--- src/rtl/bcd_serial_encoder.sv ---
// bcd_serial_encoder: sequential binary-to-BCD converter using shift-add-3
// (double dabble), one input bit per clock. It has a start/done handshake,
// saturates to all nines on overflow, and blanks leading zeros on digit_en.
module bcd_serial_encoder #(
  parameter int W   = 8,
  parameter int D   = 4,
  parameter bit LZB = 1'b1
) (
  input  logic             clk,
  input  logic             rst_n,
  input  logic             start,
  input  logic [W-1:0]     in,
  output logic             busy,
  output logic             done,
  output logic [4*D-1:0]   digits,
  output logic [D-1:0]     digit_en,
  output logic             overflow
);

  localparam int             CW       = $clog2(W + 1);
  localparam logic [CW-1:0]  CNT_LOAD = CW'(W);
  localparam logic [CW-1:0]  CNT_LAST = CW'(1);
  localparam logic [D-1:0]   EN_RESET = D'(1);

  typedef enum logic {
    IDLE  = 1'b0,
    SHIFT = 1'b1
  } state_t;

  state_t           state_q, state_d;
  logic [W-1:0]     shift_q, shift_d;
  logic [4*D-1:0]   scratch_q, scratch_d;
  logic             ovf_int_q, ovf_int_d;
  logic [CW-1:0]    cnt_q, cnt_d;
  logic [4*D-1:0]   digits_q, digits_d;
  logic [D-1:0]     digit_en_q, digit_en_d;
  logic             overflow_q, overflow_d;
  logic             done_q, done_d;

  // Datapath helpers for the shift step.
  logic [4*D-1:0]   corr;
  logic [4*D+W-1:0] shifted;
  logic             final_ovf;
  logic [4*D-1:0]   final_digits;
  logic [D-1:0]     lz_en;
  logic [D-1:0]     en_calc;

  // Add-3 correction, each nibble on its own; no carry crosses nibbles.
  for (genvar gi = 0; gi < D; gi++) begin : g_corr
    assign corr[4*gi +: 4] = (scratch_q[4*gi +: 4] >= 4'd5)
                           ? scratch_q[4*gi +: 4] + 4'd3
                           : scratch_q[4*gi +: 4];
  end

  // One combined left shift of {scratch, binary}; scratch MSB falls out.
  assign shifted      = {corr, shift_q} << 1;
  assign final_ovf    = ovf_int_q | corr[4*D-1];
  assign final_digits = final_ovf ? {D{4'h9}} : shifted[4*D+W-1:W];

  // Digit k is lit when it or any more significant digit is nonzero.
  for (genvar gi = 0; gi < D; gi++) begin : g_lz
    if (gi == 0) begin : g_ones
      assign lz_en[gi] = 1'b1;
    end else begin : g_upper
      assign lz_en[gi] = |final_digits[4*D-1:4*gi];
    end
  end

  assign en_calc = (final_ovf || !LZB) ? {D{1'b1}} : lz_en;

  // Next-state and result computation for the IDLE/SHIFT controller.
  always_comb begin
    state_d    = state_q;
    shift_d    = shift_q;
    scratch_d  = scratch_q;
    ovf_int_d  = ovf_int_q;
    cnt_d      = cnt_q;
    digits_d   = digits_q;
    digit_en_d = digit_en_q;
    overflow_d = overflow_q;
    done_d     = 1'b0;
    case (state_q)
      IDLE: begin
        if (start) begin
          shift_d   = in;
          scratch_d = '0;
          ovf_int_d = 1'b0;
          cnt_d     = CNT_LOAD;
          state_d   = SHIFT;
        end
      end
      SHIFT: begin
        scratch_d = shifted[4*D+W-1:W];
        shift_d   = shifted[W-1:0];
        ovf_int_d = final_ovf;
        cnt_d     = cnt_q - CNT_LAST;
        if (cnt_q == CNT_LAST) begin
          state_d    = IDLE;
          digits_d   = final_digits;
          digit_en_d = en_calc;
          overflow_d = final_ovf;
          done_d     = 1'b1;
        end
      end
      default: state_d = IDLE;
    endcase
  end

  // State and result registers with synchronous active-low reset.
  always_ff @(posedge clk) begin
    if (!rst_n) begin
      state_q    <= IDLE;
      shift_q    <= '0;
      scratch_q  <= '0;
      ovf_int_q  <= 1'b0;
      cnt_q      <= '0;
      digits_q   <= '0;
      digit_en_q <= EN_RESET;
      overflow_q <= 1'b0;
      done_q     <= 1'b0;
    end else begin
      state_q    <= state_d;
      shift_q    <= shift_d;
      scratch_q  <= scratch_d;
      ovf_int_q  <= ovf_int_d;
      cnt_q      <= cnt_d;
      digits_q   <= digits_d;
      digit_en_q <= digit_en_d;
      overflow_q <= overflow_d;
      done_q     <= done_d;
    end
  end

  assign busy     = (state_q == SHIFT);
  assign done     = done_q;
  assign digits   = digits_q;
  assign digit_en = digit_en_q;
  assign overflow = overflow_q;

endmodule

--- config.mk ---
export PLATFORM = sky130hd
export DESIGN_NAME = bcd_serial_encoder
export DESIGN_NICKNAME = d
export VERILOG_FILES = /design/src/rtl/bcd_serial_encoder.sv
export SDC_FILE = /design/constraint.sdc
export NUM_CORES = 1
export LEC_CHECK = 0
export BUFFER_PORTS_ARGS = -buffer_cell sky130_fd_sc_hd__buf_2
export CAP_MARGIN = 20
export CORE_MARGIN = 2
export CORE_UTILIZATION = 43
export DETAILED_ROUTE_END_ITERATION = 16
export GPL_TIMING_DRIVEN = 0
export SLEW_MARGIN = 0
export SYNTH_ARGS = -nofsm -noshare
export SYNTH_HDL_FRONTEND = slang
export SYNTH_SLANG_ARGS = --single-unit
--- constraint.sdc ---
create_clock -name clk -period 1.71 [get_ports clk]
set_input_delay 0.342 -clock clk [delete_from_list [all_inputs] [get_ports clk]]
set_output_delay 0.342 -clock clk [all_outputs]
set_load 0.01 [all_outputs]
==> flow_summary.json <==
{
  "die_area_um2": 6470,
  "startpoint_type": "flop",
  "tightestPinTransition_ns": 0.633,
  "power_switching_w": 0.000555,
  "antenna_cells": 0,
  "critical_path.slowest_cell": "dfxtp_2",
  "seqPwrFrac_pct": 53.9,
  "grt_max_degree": 15,
  "gr-total-overflow": 0,
  "finalClockSkew_ns": 0.00615,
  "antenna_found_initial": 0,
  "grt_pass1_wl_mm": 10.3,
  "worstSetupEndpointType": "flop",
  "yosysTopAreaCellShare_pct": 40.7,
  "avgSynthCellArea_um2": 8.72,
  "cp_max_fo": 3,
  "cts_buffers": 5,
  "hold_class": "in -> reg",
  "io_buffers": 31,
  "cellPowerDensity_nw_per_um2": 724,
  "max_freq_mhz": 589,
  "yosysTopAreaCell": "dfxtp_1",
  "io_pins": 34,
  "avgViaCountPerCell": 5.30,
  "outcome": "finished, final reports clean",
  "place_area_um2": 2760,
  "crit_chain": "inv_4, ha_4, nand2b_4, a21oi_4, mux2i_1, nand4b_1, nor3_2, a21oi_1",
  "rows": 27,
  "clkPwrFrac_pct": 35.9,
  "critPathRequiredTime_ns": 1.91,
  "die_w_um": 80.4,
  "layout.nets": 359,
  "antenna_left": 0,
  "multi_input_area_um2": 1530,
  "start_util_pct": 45.1,
  "coreArea_um2": 5570,
  "htree_levels": 2,
  "cts_buffer_depth": 2,
  "period_minus_slack_ns": 1.70,
  "swShare_pct": 24.2,
  "grt_pass1_vias": 2075,
  "async_flop_share_pct": 0,
  "clkLatencyLatePin_ns": 0.31,
  "ys_ff_latch": 51,
  "syn_nets": 309,
  "syn_to_final_growth_pct": 26.2,
  "clkSinkCount": 51,
  "intPower_w": 0.00174,
  "fillers": 535,
  "dpl.hpwl_mm": 4.20,
  "arrival_ns": 1.90,
  "cts_tree": "yes",
  "track_usage_pct": 21.2,
  "hold_violations": 0,
  "wire_per_inst_um": 16.1,
  "seqCellArea_um2": 1030,
  "drt_first_iter_violations": 78,
  "synth_area_leaders": "dfxtp_1, a21oi_1, nor2b_1",
  "combinationalPowerShare_pct": 10.2,
  "synth_ff_type": "dfxtp_1",
  "min_period_over_period_pct": 99.3,
  "drc": 0,
  "ys_seq_area_share_pct": 40.7,
  "cp_top_family": "simple AND/OR/NAND/NOR gates",
  "hold_slack_ns": 0.337,
  "synth-edff-count": 0,
  "power_leakage_nw": 1.23,
  "first_pass_iters": 4,
  "drv_cap": 0,
  "slew_violations": 0,
  "final_layout_size_suffix_gt1_share_pct": 29.9,
  "place_congestion": 0.897,
  "placedCellCount": 391,
  "worstSetupPathType": "reg -> reg",
  "max_stage_delay_ns": 0.36,
  "clk_pin_slew_worst_paths_ns": 0.09,
  "power_w": 0.00229,
  "crit_start": "scratch_q[13]",
  "r2r-start": "scratch_q[13]",
  "cp_num_buf_inv": 1,
  "setup_viol": 0,
  "stdcell_count": 410,
  "fp.dieH_um": 80.4,
  "fin_area_um2": 3170,
  "slew_headroom_pct": 57.8,
  "rsz0062_at_grt": "true",
  "ir_drop_uv": 507,
  "yosysWarnings": 0,
  "clock-root-buffer": "clkbuf_8",
  "netlist_area_um2": 2510,
  "synth_cell_types": 38,
  "routed_wl_mm": 6.59,
  "syn_inst": 288,
  "min_from": "rst_n",
  "vias": 2175
}
cells by family (layout without fill, tap and decap cells):
logic type      after synthesis  count (layout)  share of synthesized area (%)
simple gates                 97              97                           23.6
mux                          13              13                           5.23
fa+ha+maj                    10              10                           4.98
flops                        51              51                           40.7
xor+xnor                      4               4                           1.39
buf+inv                      30              80                           5.08
other cells                   1               1                          0.149
compound gates               82              82                           18.9
cell type report:
class / count / share of cell area, %
multi-input cells: 207 / 48.3
clock buffers: 6 / 2.29
inverters: 12 / 1.58
repair buffers: 44 / 8.69
plain buffers: 17 / 2.80
clock inverters: 1 / 0.948
flip-flops and latches: 51 / 32.5
well taps: 72 / 2.84
power groups by stage:
stage	Clock [W]	Combinational (W)	Sequential, W
finish	0.000823	0.000234	0.00124
detailed placement	0	0.000213	0.00127
floorplan	0	0.000137	0.00127
global route	0.000886	0.000258	0.00124
global placement	0	0.000212	0.00127
CTS	0.000842	0.000222	0.00124
placed cells by master, fill, tap and decap left out, drive strengths merged, types with 2 or more instances in the layout:
cell,instances
a21boi,2
a21oi,34
a22oi,9
and2,9
and3,2
buf,51
clkbuf,16
dfxtp,51
ha,10
inv,12
mux2i,12
nand2,11
nand2b,5
nand3,3
nor2,8
nor2b,27
nor3,10
nor3b,19
o21a,7
o21ai,27
xnor2,4
per-layer routing:
layer	up-vias	GRT usage [%]	routed length, µm
met5	-	0	0
met4	0	7.29	97
met3	10	3.37	198
met2	39	33.5	3080
met1	1033	29.4	3210
li1	1093	-	-
worst paths after layout:
path                            depth (start not counted)  slack, ns           to
worst max-delay path                                    8       0.01  digit_en[1]
worst min-delay path                                    2       0.34         busy
worst max register to register                          8       0.01  digit_en[1]
worst min register to register                          2       0.47    digits[0]
worst reg2reg max path: stages, from the launching register on:
cell	delay (ns)
dfxtp_2	0.36
inv_4	0.06
ha_4	0.14
nand2b_4	0.14
a21oi_4	0.13
mux2i_1	0.21
nand4b_1	0.20
nor3_2	0.27
a21oi_1	0.09
synth_stat cells, drive strengths merged (10+ instances only):
cell,number
o21ai,27
a21oi,34
nor2b,27
ha,10
nor3b,19
nand2,11
clkbuf,10
mux2i,12
inv,12
nor3,10
dfxtp,51
repair_timing:
action,CTS,global route
pin swaps,3,7
cloned,1,0
setup buffers,8,4
setup endpoints to repair,22,29
hold buffers,0,0
resized for setup,17,41
metrics by stage:
step / TNS, ns / setup slack, ns / util (%)
after floorplan: 0 / 0.0196 / -
after global placement: -4.42 / -0.313 / 49.5
after detailed placement: -4.77 / -0.327 / 49.5
after CTS: 0 / 0.00573 / 53.5
after global routing: -0.623 / -0.101 / 56.8
final: 0 / 0.0122 / 56.8
registers in the layout, indices dropped and copies added, names as in the netlist:
register,count
scratch_q,16
shift_q,8
ovf_int_q,1
done,1
cnt_q,4
digit_en,3
digits,16
overflow,1
busy,1
No activity file was read; power rests on OpenSTA's default activity.
